===== config.mk =====
export PLATFORM = sky130hd
export DESIGN_NAME = ex_mem_stage_flat
export DESIGN_NICKNAME = d
export VERILOG_FILES = /design/src/rtl/ex_mem_stage_if.sv /design/src/rtl/ex_mem_stage.sv /design/src/flat_wrapper.sv
export SDC_FILE = /design/constraint.sdc
export NUM_CORES = 1
export LEC_CHECK = 0
export ABC_CLOCK_PERIOD_IN_PS = 3400
export CAP_MARGIN = 25
export CORE_ASPECT_RATIO = 0.7
export CORE_MARGIN = 2
export CORE_UTILIZATION = 40
export CTS_BUF_LIST = sky130_fd_sc_hd__clkbuf_4 sky130_fd_sc_hd__clkbuf_8
export DETAILED_ROUTE_END_ITERATION = 10
export HOLD_SLACK_MARGIN = 0.08
export PLACE_DENSITY = 0.8
export SLEW_MARGIN = 5
export SYNTH_ARGS = -nofsm -noshare
export SYNTH_HDL_FRONTEND = slang
export SYNTH_SLANG_ARGS = --single-unit

===== constraint.sdc =====
create_clock -name clk -period 3.4 [get_ports clk]
set_input_delay 0.68 -clock clk [delete_from_list [all_inputs] [get_ports clk]]
set_output_delay 0.68 -clock clk [all_outputs]
set_load 0.005 [all_outputs]

===== src/rtl/ex_mem_stage_if.sv =====
// EX/MEM boundary bundle: EX-side inputs and stall/flush in, registered MEM-side fields out.
// The stage uses the slave modport; whoever drives the EX side uses master.
interface ex_mem_stage_if;
  logic        in_valid;
  logic        in_ready;
  logic        stall;
  logic        flush;
  logic [31:0] alu_result;
  logic        zf;
  logic [3:0]  selector;
  logic [31:0] rt_data;
  logic [4:0]  wr_reg;
  logic        reg_write;
  logic        mem_read;
  logic        mem_write;
  logic        branch;
  logic [31:0] pc_plus4;
  logic [31:0] imm_ext;
  logic        out_valid;
  logic [31:0] alu_result_q;
  logic [31:0] store_data_q;
  logic [4:0]  wr_reg_q;
  logic        reg_write_q;
  logic        mem_read_q;
  logic        mem_write_q;
  logic        branch_taken;
  logic [31:0] branch_target;

  modport master (
    output in_valid, stall, flush, alu_result, zf, selector, rt_data, wr_reg,
           reg_write, mem_read, mem_write, branch, pc_plus4, imm_ext,
    input  in_ready, out_valid, alu_result_q, store_data_q, wr_reg_q,
           reg_write_q, mem_read_q, mem_write_q, branch_taken, branch_target
  );

  modport slave (
    input  in_valid, stall, flush, alu_result, zf, selector, rt_data, wr_reg,
           reg_write, mem_read, mem_write, branch, pc_plus4, imm_ext,
    output in_ready, out_valid, alu_result_q, store_data_q, wr_reg_q,
           reg_write_q, mem_read_q, mem_write_q, branch_taken, branch_target
  );
endinterface


===== src/rtl/ex_mem_stage.sv =====
// EX/MEM pipeline register with BEQ resolution and wrong-path squash; 1-cycle latency.
// Stall holds every register (in_ready = !stall); flush overrides stall and clears valid/control.
module ex_mem_stage #(
  parameter int unsigned SHADOW = 2
) (
  input  logic          clk,
  input  logic          reset,
  ex_mem_stage_if.slave bus
);

  localparam logic [2:0] SHADOW_CNT = 3'(SHADOW);
  localparam logic [3:0] SEL_BEQ    = 4'b1000;

  typedef enum logic {
    S_RUN,
    S_SHADOW
  } state_e;

  typedef struct packed {
    logic        valid;
    logic        reg_write;
    logic        mem_read;
    logic        mem_write;
    logic [4:0]  wr_reg;
    logic [31:0] alu_result;
    logic [31:0] store_data;
  } mem_pkt_t;

  state_e      state_q, state_d;
  logic [2:0]  cnt_q, cnt_d;
  mem_pkt_t    pkt_q, pkt_d;
  logic        taken_q, taken_d;
  logic [31:0] target_q, target_d;

  logic        cap;
  logic        qv;
  logic        taken;
  logic [31:0] target_calc;

  always_comb begin
    cap         = !bus.stall && !bus.flush;
    qv          = bus.in_valid && (state_q == S_RUN);
    taken       = qv && bus.branch && (bus.selector == SEL_BEQ) && bus.zf;
    target_calc = bus.pc_plus4 + (bus.imm_ext << 2);
  end

  always_comb begin
    state_d  = state_q;
    cnt_d    = cnt_q;
    pkt_d    = pkt_q;
    // The taken pulse drops after one cycle whether or not the stage is stalled.
    taken_d  = 1'b0;
    target_d = target_q;

    if (bus.flush) begin
      pkt_d.valid     = 1'b0;
      pkt_d.reg_write = 1'b0;
      pkt_d.mem_read  = 1'b0;
      pkt_d.mem_write = 1'b0;
      state_d         = S_RUN;
      cnt_d           = 3'd0;
    end else if (cap) begin
      // Squashed or empty slots still load the data fields; only valid/control are masked.
      pkt_d.valid      = qv;
      pkt_d.reg_write  = qv && bus.reg_write && !bus.branch;
      pkt_d.mem_read   = qv && bus.mem_read;
      pkt_d.mem_write  = qv && bus.mem_write && !bus.branch;
      pkt_d.wr_reg     = bus.wr_reg;
      pkt_d.alu_result = bus.branch ? 32'd0 : bus.alu_result;
      pkt_d.store_data = bus.rt_data;
      taken_d          = taken;
      target_d         = target_calc;

      case (state_q)
        S_RUN: begin
          if (taken && (SHADOW_CNT != 3'd0)) begin
            state_d = S_SHADOW;
            cnt_d   = SHADOW_CNT;
          end
        end
        S_SHADOW: begin
          if (bus.in_valid) begin
            cnt_d = cnt_q - 3'd1;
            if (cnt_q <= 3'd1) begin
              state_d = S_RUN;
              cnt_d   = 3'd0;
            end
          end
        end
        default: begin
          state_d = S_RUN;
          cnt_d   = 3'd0;
        end
      endcase
    end
  end

  always_ff @(posedge clk or posedge reset) begin
    if (reset) begin
      state_q  <= S_RUN;
      cnt_q    <= 3'd0;
      pkt_q    <= '0;
      taken_q  <= 1'b0;
      target_q <= 32'd0;
    end else begin
      state_q  <= state_d;
      cnt_q    <= cnt_d;
      pkt_q    <= pkt_d;
      taken_q  <= taken_d;
      target_q <= target_d;
    end
  end

  assign bus.in_ready      = !bus.stall;
  assign bus.out_valid     = pkt_q.valid;
  assign bus.alu_result_q  = pkt_q.alu_result;
  assign bus.store_data_q  = pkt_q.store_data;
  assign bus.wr_reg_q      = pkt_q.wr_reg;
  assign bus.reg_write_q   = pkt_q.reg_write;
  assign bus.mem_read_q    = pkt_q.mem_read;
  assign bus.mem_write_q   = pkt_q.mem_write;
  assign bus.branch_taken  = taken_q;
  assign bus.branch_target = target_q;

endmodule


===== src/flat_wrapper.sv =====
// flat-port wrapper written by rule: the top's interface ports become plain ports
module ex_mem_stage_flat 
#(
  parameter int unsigned SHADOW = 2
)
  (clk, reset, bus_in_valid, bus_stall, bus_flush, bus_alu_result, bus_zf, bus_selector, bus_rt_data, bus_wr_reg, bus_reg_write, bus_mem_read, bus_mem_write, bus_branch, bus_pc_plus4, bus_imm_ext, bus_in_ready, bus_out_valid, bus_alu_result_q, bus_store_data_q, bus_wr_reg_q, bus_reg_write_q, bus_mem_read_q, bus_mem_write_q, bus_branch_taken, bus_branch_target);
  ex_mem_stage_if bus_i ();
  input  logic clk;
  input  logic reset;
  input wire logic [$bits(bus_i.in_valid)-1:0] bus_in_valid;
  input wire logic [$bits(bus_i.stall)-1:0] bus_stall;
  input wire logic [$bits(bus_i.flush)-1:0] bus_flush;
  input wire logic [$bits(bus_i.alu_result)-1:0] bus_alu_result;
  input wire logic [$bits(bus_i.zf)-1:0] bus_zf;
  input wire logic [$bits(bus_i.selector)-1:0] bus_selector;
  input wire logic [$bits(bus_i.rt_data)-1:0] bus_rt_data;
  input wire logic [$bits(bus_i.wr_reg)-1:0] bus_wr_reg;
  input wire logic [$bits(bus_i.reg_write)-1:0] bus_reg_write;
  input wire logic [$bits(bus_i.mem_read)-1:0] bus_mem_read;
  input wire logic [$bits(bus_i.mem_write)-1:0] bus_mem_write;
  input wire logic [$bits(bus_i.branch)-1:0] bus_branch;
  input wire logic [$bits(bus_i.pc_plus4)-1:0] bus_pc_plus4;
  input wire logic [$bits(bus_i.imm_ext)-1:0] bus_imm_ext;
  output wire logic [$bits(bus_i.in_ready)-1:0] bus_in_ready;
  output wire logic [$bits(bus_i.out_valid)-1:0] bus_out_valid;
  output wire logic [$bits(bus_i.alu_result_q)-1:0] bus_alu_result_q;
  output wire logic [$bits(bus_i.store_data_q)-1:0] bus_store_data_q;
  output wire logic [$bits(bus_i.wr_reg_q)-1:0] bus_wr_reg_q;
  output wire logic [$bits(bus_i.reg_write_q)-1:0] bus_reg_write_q;
  output wire logic [$bits(bus_i.mem_read_q)-1:0] bus_mem_read_q;
  output wire logic [$bits(bus_i.mem_write_q)-1:0] bus_mem_write_q;
  output wire logic [$bits(bus_i.branch_taken)-1:0] bus_branch_taken;
  output wire logic [$bits(bus_i.branch_target)-1:0] bus_branch_target;
  assign bus_i.in_valid = bus_in_valid;
  assign bus_i.stall = bus_stall;
  assign bus_i.flush = bus_flush;
  assign bus_i.alu_result = bus_alu_result;
  assign bus_i.zf = bus_zf;
  assign bus_i.selector = bus_selector;
  assign bus_i.rt_data = bus_rt_data;
  assign bus_i.wr_reg = bus_wr_reg;
  assign bus_i.reg_write = bus_reg_write;
  assign bus_i.mem_read = bus_mem_read;
  assign bus_i.mem_write = bus_mem_write;
  assign bus_i.branch = bus_branch;
  assign bus_i.pc_plus4 = bus_pc_plus4;
  assign bus_i.imm_ext = bus_imm_ext;
  assign bus_in_ready = bus_i.in_ready;
  assign bus_out_valid = bus_i.out_valid;
  assign bus_alu_result_q = bus_i.alu_result_q;
  assign bus_store_data_q = bus_i.store_data_q;
  assign bus_wr_reg_q = bus_i.wr_reg_q;
  assign bus_reg_write_q = bus_i.reg_write_q;
  assign bus_mem_read_q = bus_i.mem_read_q;
  assign bus_mem_write_q = bus_i.mem_write_q;
  assign bus_branch_taken = bus_i.branch_taken;
  assign bus_branch_target = bus_i.branch_target;
  ex_mem_stage #(.SHADOW(SHADOW)) u_core (.clk(clk), .reset(reset), .bus(bus_i));
endmodule

== After elaboration in Yosys (flattened, before gate mapping) ==
Index checks and enable logic that the tools add are counted.

* Flip-flop bits (word level): 110
* Bits of input ports: 147
* Output and inout port bits: 107
* Word-level logic and storage cells: 52

* Add/subtract/negate cells: 2
* $lt $le $gt $ge: 1
* Equality and inequality tests: 3
* Multiplexer cells: 17
* Bitwise logic cells: 2
* Reductions and logical operators: 16

{| class="wikitable"
|+ Operator list
! cell !! number
|-
| 73-bit 2-to-1 mux || 1
|-
| 32-bit adder || 1
|-
| 32-bit 2-to-1 mux || 1
|-
| 3-bit 2-to-1 mux || 5
|-
| 1-bit logical AND || 10
|-
| 1-bit 2-to-1 mux || 7
|-
| 3-bit case mux with 2 select lines || 1
|-
| 4-bit == test, second input constant || 1
|-
| 4-bit 2-to-1 mux || 1
|-
| 3-bit by 1-bit less-or-equal comparator with 1-bit output, second input constant || 1
|-
| 1-bit zero test || 3
|-
| 3-bit by 2-bit != test with 1-bit output, second input constant || 1
|-
| 3-bit != test, second input constant || 1
|-
| 3-bit AND reduction || 1
|-
| 3-bit by 1-bit subtractor with 3-bit output, second input constant || 1
|-
| 1-bit NOT || 2
|-
| 1-bit case mux with 2 select lines || 1
|-
| 2-bit AND reduction || 1
|-
| 2-bit nonzero test || 1
|}

== Logic depth before layout (Yosys ltp) ==
Gate-level depths: netlist of run 1.

* Depth after elaboration: 9
* Depth in mapped cells: 11
* Depth with buffers taken out: 11

== Least setup slack after synthesis of run 1 ==
No wires, ideal clock.

* Path type: input port to flip-flop
* Start: in bus_imm_ext[0]
* End: reg u_core.target_q[26] (netlist: u_core.bus.branch_target[26])
* Setup time: 92 ps
* Arrival time: 2885 ps
* Required time: 3308 ps
* Setup slack: 423 ps
* Cell stages on the path: 11
* Path buffers: 0
* Path through: ha_1 -> inv_1 -> fa_1 -> nand2b_1 -> a21oi_2 -> o211ai_2 -> a21o_1 -> o31a_1 -> o41ai_2 -> a211oi_1 -> o31ai_2

* Cells in the longest elaborated chain, start to end: 1

{| class="wikitable"
|+ Ends and longest elaborated chain
! item !! RTL line !! RTL
|-
| start: declaration || flat_wrapper.sv:23 || <nowiki>input wire logic [$bits(bus_i.imm_ext)-1:0] bus_imm_ext;</nowiki>
|-
| 32-bit adder || ex_mem_stage.sv:44 || <nowiki>target_calc = bus.pc_plus4 + (bus.imm_ext << 2);</nowiki>
|-
| end signal: assignment || ex_mem_stage.sv:110 || <nowiki>target_q <= target_d;</nowiki>
|-
| end: declaration || ex_mem_stage.sv:33 || <nowiki>logic [31:0] target_q, target_d;</nowiki>
|}

Every way passes these cells.
A chain may end at the register's enable or synchronous reset.

== Worst setup path in the final report of run 1 ==
Ends and elaborated chain as after synthesis.

==> flow_summary_export.csv, run 1 <==
group,metric,value,unit
worst_setup_path,setup.worst_path.start,"bus_imm_ext[0]",
grt,number_of_global_route_vias_before_repair,5452,
flow_run,cap_viol_max_count,0,
synthesis,post_synth_xor_area_fraction,3.174,%
sta,timing_worst_slew_pin_value,836.5,ps
worst_setup_path,critical_path_required,3690,ps
layout,antenna_cells_inserted,0,
sta,fin_crit,3263,ps
floorplan,die-area,15480,um^2
synthesis,synth.distinct_cells,51,
clock_network,cts_tree,"done",
detailed_routing,drc,0,
layout,combined_area_of_the_multi_input_logic_cells,2905,um^2
synthesis,synth-seq-area-share,47.51,%
placement,place_hpwl,13450,um
synthesis,dominant_combinational_cell_family_by_area_after_synthesis,"simple AND/OR/NAND/NOR gates",
synthesis,synth.cell_area,5794,um^2
layout,finish.cell_count_without_fillers,1111,
synthesis,postSynth.topFlopCell,"sky130_fd_sc_hd__dfrtp_1",
sta,setup_repair_after_global_routing_missed_its_margin,"no",
synthesis,synthesis.instances,656,
placement,numPlacedInstances,1095,
worst_setup_path,crit_path_cell_trace,"clkdlybuf4s50_1, ha_2, inv_1, fa_1, nand2b_4, a21oi_2, o211ai_2, a21o_1, o31a_1, o41ai_2, a211oi_1, o31ai_2",
power,total_leakage_power,0.004149,uW
grt,wire_length_of_the_first_global_routing_pass,27790,um
sta,timing.fmax,306.4,MHz
detailed_routing,detailed_routing_iterations_pass_1,4,
clock_network,ctsHtreeMaxLevel,3,
synthesis,post_synthesis_mux_area_share,0.1943,%
detailed_routing,route.detailed.vias_per_inst,5.008,
sta,final_report_hold_violation_count,0,
layout,final_layout_size_suffix_gt1_share,6.298,%
layout,sequential_cell_area,2753,um^2
power,power.ir.vdd_worst,218.9,uV
placement,post_detailed_placement_cell_area,8686,um^2
floorplan,floorplan.die.width,147.9,um
floorplan,die_h,104.7,um
worst_setup_path,worst_ep_arrival_time,3550,ps
synthesis,post_synth_edffs,0,
sta,final-max-slew-violation-count,0,
synthesis,synth_compound_area_share,14.77,%
synthesis,synth_area_leaders,"sky130_fd_sc_hd__dfrtp_1 (48%), sky130_fd_sc_hd__nand2_1 (15%), sky130_fd_sc_hd__ha_1 (6.7%)",
layout,syn2layout_area_growth,53.53,%
floorplan,number_of_primary_i_o_pins,254,
synthesis,syn_warnings,0,
detailed_routing,ant_nets,0,
worst_setup_path,critical_path.reg2reg.startpoint,"u_core.state_q",
sta,slew-limit-headroom,44.12,%
worst_setup_path,timing.critical_path.fanout_max,2,
synthesis,synthDominantAreaCellType,"sky130_fd_sc_hd__dfrtp_1",
worst_setup_path,critical_path.slowest_cell,"sky130_fd_sc_hd__clkdlybuf4s50_1",
worst_setup_path,critical_path_buf_inv_count,2,
clock_network,post_cts_hold_buffer_count,0,
layout,num-fill-cells,1211,
grt,grt_start_max_net_pins,43,
clock_network,clk_latency,370,ps
synthesis,avgSynthCellArea,8.833,um^2
synthesis,synth-adder-area-share,7.040,%
detailed_routing,routed_wl,17380,um
grt,grt_overflow,0,
min_path,hp-start,"u_core.bus.alu_result_q[6]",
floorplan,initial_utilization,41.23,%
detailed_routing,detail_route.iter0.violations,268,
detailed_routing,detailroute.via_count,5564,
sta,part_of_the_cycle_the_worst_path_needs,95.98,%
clock_network,clock_sink_count,110,
sta,worst_clock_skew,7.987,ps
synthesis,ys_ff_latch,110,
clock_network,max-clock-path-buffers,2,
synthesis,yosys.area_share.simple,24.53,%
synthesis,mappedNetlistNets,835,
worst_setup_path,critical_path.startpoint_type,"primary input",
clock_network,cts-buffers-inserted,9,
synthesis,post-synth-top-area-fraction,47.51,%
grt,antenna_found_initial,0,
worst_setup_path,critPathMaxStageDelay,460,ps
worst_setup_path,crit_type,"in -> reg",
clock_network,path_clk_slew,110,ps
floorplan,core_region_area,14050,um^2
layout,finish.net_count,1095,
floorplan,row_count,36,
placement,io_buffer_count,251,
placement,place_congestion,0.9116,
layout,finish.instance_area,8896,um^2
min_path,hold_removal_path_class,"reg -> reg",
sta,totalNegativeSetupSlack,0,ps
power,power.density,396.7,nW/um^2
detailed_routing,wirelength_per_cell,15.65,um
grt,grt_use_total,22.45,%
synthesis,asyncSetResetFlopFracSynth,100.0,%
worst_setup_path,critical-path-top-delay-family,"compound AO/OA/AOI/OAI gates",
worst_setup_path,timing.critical_path.to_type,"register",
clock_network,buffer_cell_driving_the_clock_tree_root,"sky130_fd_sc_hd__clkbuf_8",
sta,finalSetupViolCount,0,
run_status,outcome,"completed",
-- placed cells by master (no fill, tap or decap), types with 7 or more instances in the layout --
| cell | instances |
|---|---|
| sky130_fd_sc_hd__clkdlybuf4s50_1 | 251 |
| sky130_fd_sc_hd__nand2_1 | 227 |
| sky130_fd_sc_hd__dfrtp_1 | 110 |
| sky130_fd_sc_hd__nand3b_1 | 33 |
| sky130_fd_sc_hd__o21ai_0 | 31 |
| sky130_fd_sc_hd__ha_1 | 30 |
| sky130_fd_sc_hd__buf_4 | 26 |
| sky130_fd_sc_hd__a21oi_1 | 24 |
| sky130_fd_sc_hd__nor2_1 | 22 |
| sky130_fd_sc_hd__a21o_1 | 17 |
| sky130_fd_sc_hd__xor2_1 | 13 |
| sky130_fd_sc_hd__inv_1 | 12 |
| sky130_fd_sc_hd__clkbuf_8 | 10 |
| sky130_fd_sc_hd__xnor2_1 | 8 |
| sky130_fd_sc_hd__o21ai_1 | 8 |
| sky130_fd_sc_hd__a211oi_1 | 7 |
| sky130_fd_sc_hd__nand3_1 | 7 |
-- metal layers --
layer  vias up  wire length, um  track usage [%]  part of all wire (%)
met3        19             1498            6.419                   8.6
li1       2745                -                -                     -
met5         -                0                0                     0
met1      2568             7890            31.35                    45
met4         0              214            5.306                   1.2
met2       232             7780            34.68                    45
-- kinds of logic (layout without fill, tap and decap cells) --
group / Yosys count / after routing
adder cells (fa/ha/maj): 32 / 32
buffers and inverters: 43 / 308
AND/OR/NAND/NOR: 322 / 322
multiplexers: 1 / 1
flip-flops: 110 / 110
AO/OA/AOI/OAI: 127 / 127
XOR/XNOR: 21 / 21
-- cell usage after synthesis, drive strengths merged (2+ instances only) --
cell type and number:
a32o 2, nor2 23, dfrtp 110, or3 2, and3 2, nand3b 33, nand4 5, xor2 13
nor3b 2, o41ai 2, clkbuf 24, a22o 3, inv 13, o2111ai 2, buf 6, o21ai 39
o211ai 3, o31ai 4, nand2b 5, o31a 2, a221o 2, nor3 6, nor2b 2, xnor2 8
nand2 228, a211oi 7, and2 3, a31oi 2, nand3 7, o21bai 3, o311ai 4, o21a 4
a21boi 2, a21o 18, ha 31, a21oi 25
-- power breakdown --
| group | leakage, uW | internal, uW | switching (uW) | total, uW |
|---|---|---|---|---|
| combinational | 0.00265 | 667 | 475 | 1140 |
| sequential | 0.00139 | 1480 | 97.7 | 1580 |
| clock | 0.000102 | 307 | 501 | 808 |
-- cell type report --
cell class                 count  area share [%]
timing repair buffer         279           30.89
inverter                      13          0.5907
clock inverter                 6          0.7032
clock buffer                  10           1.547
sequential                   110           30.94
multi-input combinational    503           32.66
tap                          190           2.672
-- worst reg2reg max path, stage by stage (launching register included) --
cell and delay (ps):
sky130_fd_sc_hd__dfrtp_1 460, sky130_fd_sc_hd__nor2b_1 90, sky130_fd_sc_hd__nand4_1 140, sky130_fd_sc_hd__nand2_1 90, sky130_fd_sc_hd__a21oi_1 310, sky130_fd_sc_hd__nor2_1 110
sky130_fd_sc_hd__nand3_1 90, sky130_fd_sc_hd__o21ai_0 80, sky130_fd_sc_hd__a32o_1 260
-- stage by stage --
step	power, uW	util (%)	setup slack, ps	hold slack (ps)
2_1_floorplan	2041	-	422.9	462.8
3_3_place_gp	2723	61.81	-216.7	447.9
3_5_place_dp	2747	61.81	-252.0	454.4
4_1_cts	3567	63.23	142.5	480.0
5_1_grt	3745	63.30	16.85	505.1
6_report	3529	63.30	136.5	475.3
-- final timing paths --
kind | to | slack [ps] | depth (start not counted)
worst max-delay path | u_core.bus.branch_target[26] | 140 | 12
worst min-delay path | u_core.bus.alu_result_q[6] | 480 | 2
worst max register to register | u_core.cnt_q[2] | 1680 | 8
worst min register to register | u_core.bus.alu_result_q[6] | 480 | 2
max in group asynchronous | u_core.bus.branch_target[7] | 1920 | 3
min in group asynchronous | u_core.bus.store_data_q[2] | 800 | 2
-- repair_timing --
action | CTS | global route
resized for setup | 0 | 2
endpoints found under the setup margin | 0 | 2
endpoints found under the hold margin | 0 | 0
setup buffers | 0 | 0
-- sequential cells by signal, indices dropped and copies added (netlist names) --
register                  flops
u_core.bus.store_data_q      32
u_core.bus.alu_result_q      32
u_core.bus.out_valid          1
u_core.cnt_q                  3
u_core.bus.branch_target     32
u_core.bus.wr_reg_q           5
u_core.bus.mem_write_q        1
u_core.bus.reg_write_q        1
u_core.bus.branch_taken       1
u_core.bus.mem_read_q         1
u_core.state_q                1
Power figures use the tool's default switching activity.
==> inputs of run 2 (changes only) <==
--- a/config.mk
+++ b/config.mk
@@ -14,6 +14,7 @@
 export DETAILED_ROUTE_END_ITERATION = 10
 export HOLD_SLACK_MARGIN = 0.08
 export PLACE_DENSITY = 0.8
+export RECOVER_POWER = 25
 export SLEW_MARGIN = 5
 export SYNTH_ARGS = -nofsm -noshare
 export SYNTH_HDL_FRONTEND = slang
==> run 2 against run 1 <==
Net effect: the flow now finishes with violations (max-capacitance violations, max-slew violations); sequential share of layout area is 0.13 points higher; power is 0.13% lower; via count is 0.36% higher; critical path type unchanged; critical endpoint unchanged; largest power group unchanged.
==> flow_summary_export.csv, run 2 (synthesized netlist as in run 1, its figures left out) <==
group,metric,value,unit
run_status,outcome,"finished, violations left",
run_status,violated_checks,"max-capacitance violations, max-slew violations",
flow_run,cap_viol_max_count,1,
min_path,hold_removal_path_class,"reg -> reg",
sta,worst_clock_skew,6.645,ps
detailed_routing,route.detailed.vias_per_inst,5.026,
power,total_leakage_power,0.004132,uW
worst_setup_path,critical_path.startpoint_type,"primary input",
layout,finish.utilization,63.03,%
sta,slew-limit-headroom,-5.437,%
layout,finish.net_count,1095,
layout,final_common_cell,"sky130_fd_sc_hd__clkdlybuf4s50_1",
worst_setup_path,timing.critical_path.fanout_max,2,
clock_network,path_clk_slew,110,ps
sta,timing.fmax,307.9,MHz
floorplan,die-area,15480,um^2
sta,final_report_hold_violation_count,0,
power,clkPwrFrac,22.9,%
sta,finalSetupViolCount,0,
detailed_routing,drc,0,
detailed_routing,wirelength_per_cell,15.70,um
power,power.density,397.9,nW/um^2
detailed_routing,detailed_routing_iterations_pass_1,4,
worst_setup_path,critical_path.reg2reg.startpoint,"u_core.state_q",
floorplan,die_h,104.7,um
placement,place_hpwl,13450,um
grt,wire_length_of_the_first_global_routing_pass,27790,um
worst_setup_path,worst_r2r_endpoint,"u_core.cnt_q[2]",
layout,finish.instance_area,8859,um^2
placement,io_buffer_count,251,
grt,grt_overflow,0,
power,power.share.combinational,32.3,%
clock_network,cts_tree,"done",
power,seqPwrFrac,44.8,%
sta,part_of_the_cycle_the_worst_path_needs,95.52,%
floorplan,core_region_area,14050,um^2
layout,syn2layout_area_growth,52.88,%
layout,final_layout_size_suffix_gt1_share,6.080,%
grt,number_of_global_route_vias_before_repair,5452,
min_path,hold-path-cell-count,2,
floorplan,initial_utilization,41.23,%
placement,post_detailed_placement_cell_area,8686,um^2
min_path,endpoint_of_the_worst_hold_path,"u_core.bus.alu_result_q[6]",
clock_network,post_cts_hold_buffer_count,0,
floorplan,number_of_primary_i_o_pins,254,
grt,antenna_found_initial,0,
power,cell_internal_pwr,2450,uW
placement,place_congestion,0.9116,
grt,grt_start_max_net_pins,43,
detailed_routing,detailroute.via_count,5584,
clock_network,buffer_cell_driving_the_clock_tree_root,"sky130_fd_sc_hd__clkbuf_8",
detailed_routing,ant_nets,0,
sta,setup_repair_after_global_routing_missed_its_margin,"no",
clock_network,ctsHtreeMaxLevel,3,
worst_setup_path,critPathMaxStageDelay,470,ps
grt,grt_use_total,22.45,%
power,power.ir.vdd_worst,218.8,uV
worst_setup_path,reg2reg_slack,1690,ps
min_path,hp-start,"u_core.bus.alu_result_q[6]",
worst_setup_path,worstRegToRegCells,8,
worst_setup_path,crit_path_cell_trace,"clkdlybuf4s50_1, ha_2, inv_1, fa_1, nand2b_4, a21oi_2, o211ai_2, a21o_1, o31a_1, o41ai_2, a211oi_1, o31ai_2",
layout,antenna_cells_inserted,0,
clock_network,cts-buffers-inserted,9,
clock_network,clk_latency,370,ps
worst_setup_path,critical_path_required,3690,ps
sta,timing_worst_slew_pin_value,1573,ps
sta,final-max-slew-violation-count,36,
worst_setup_path,critical_path.slowest_cell,"sky130_fd_sc_hd__clkdlybuf4s50_1",
floorplan,floorplan.die.width,147.9,um
floorplan,row_count,36,
layout,num-fill-cells,1216,
sta,fin_crit,3248,ps
power,switching_power,1074,uW
layout,mostFrequentLayoutCells,"sky130_fd_sc_hd__clkdlybuf4s50_1 (250), sky130_fd_sc_hd__nand2_1 (227), sky130_fd_sc_hd__dfrtp_1 (110), sky130_fd_sc_hd__nand3b_1 (33), sky130_fd_sc_hd__o21ai_0 (31)",
power,p_sw_share,30.47,%
worst_setup_path,timing.critical_path.to_type,"register",
worst_setup_path,worst_ep_arrival_time,3540,ps
clock_network,clock_sink_count,110,
detailed_routing,routed_wl,17450,um
sta,totalNegativeSetupSlack,0,ps
worst_setup_path,crit_type,"in -> reg",
detailed_routing,detail_route.iter0.violations,265,
clock_network,max-clock-path-buffers,2,
-- run 2: per-stage QoR --
step	hold slack, ps	instances	total power [uW]	worst slack [ps]
final	475.3	1111	3524	152.5
after global routing	505.1	1111	3739	16.85
after CTS	480.0	1111	3567	142.5
after global placement	447.9	1095	2723	-216.7
after detailed placement	454.4	1095	2747	-252.0
after floorplan	462.8	656	2041	422.9
-- run 2: timing repair --
item | in CTS | in global routing
endpoints found under the hold margin | 0 | 0
resized for setup | 0 | 2
setup buffers | 0 | 0
setup endpoints to repair | 0 | 2
-- run 2: worst max path at each step --
stage              startpoint                            to  slack [ps]  cells past startpoint
5_1_grt        bus_imm_ext[0]  u_core.bus.branch_target[26]          20                     12
4_1_cts        bus_imm_ext[0]  u_core.bus.branch_target[26]         140                     12
3_3_place_gp   bus_imm_ext[0]  u_core.bus.branch_target[26]        -220                     12
3_5_place_dp   bus_imm_ext[0]  u_core.bus.branch_target[26]        -250                     12
6_report       bus_imm_ext[0]  u_core.bus.branch_target[26]         150                     12
2_1_floorplan  bus_imm_ext[0]  u_core.bus.branch_target[26]         420                     11
-- run 2: layout make-up --
type	count	area [um^2]	share of cell area [%]
multi-input cells	503	2905	32.80
flip-flops and latches	110	2753	31.07
repair buffers	279	2713	30.62
well taps	190	237.7	2.684
clock buffers	10	137.6	1.554
clock inverters	6	62.56	0.7062
inverters	13	50.05	0.5650
-- run 2: power by group through the flow --
stage | clock (uW) | combinational (uW) | sequential, uW
2_1_floorplan | 0 | 430 | 1610
3_3_place_gp | 0 | 1130 | 1600
3_5_place_dp | 0 | 1140 | 1600
4_1_cts | 838 | 1150 | 1580
5_1_grt | 892 | 1250 | 1600
6_report | 808 | 1140 | 1580
-- run 2: layer usage --
metal	vias up	GRT usage, %	part of all wire (%)
li1	2744	-	-
met1	2600	31.35	45
met2	221	34.68	45
met3	19	6.419	8.7
met4	0	5.306	1.2
met5	-	0	0
-- run 2: worst max-delay path: cells and delay by family --
| family | cells | cell delay (ps) |
|---|---|---|
| AO/OA/AOI/OAI | 7 | 1540 |
| adder cells (fa/ha/maj) | 2 | 610 |
| buffers and inverters | 2 | 530 |
| AND/OR/NAND/NOR | 1 | 170 |
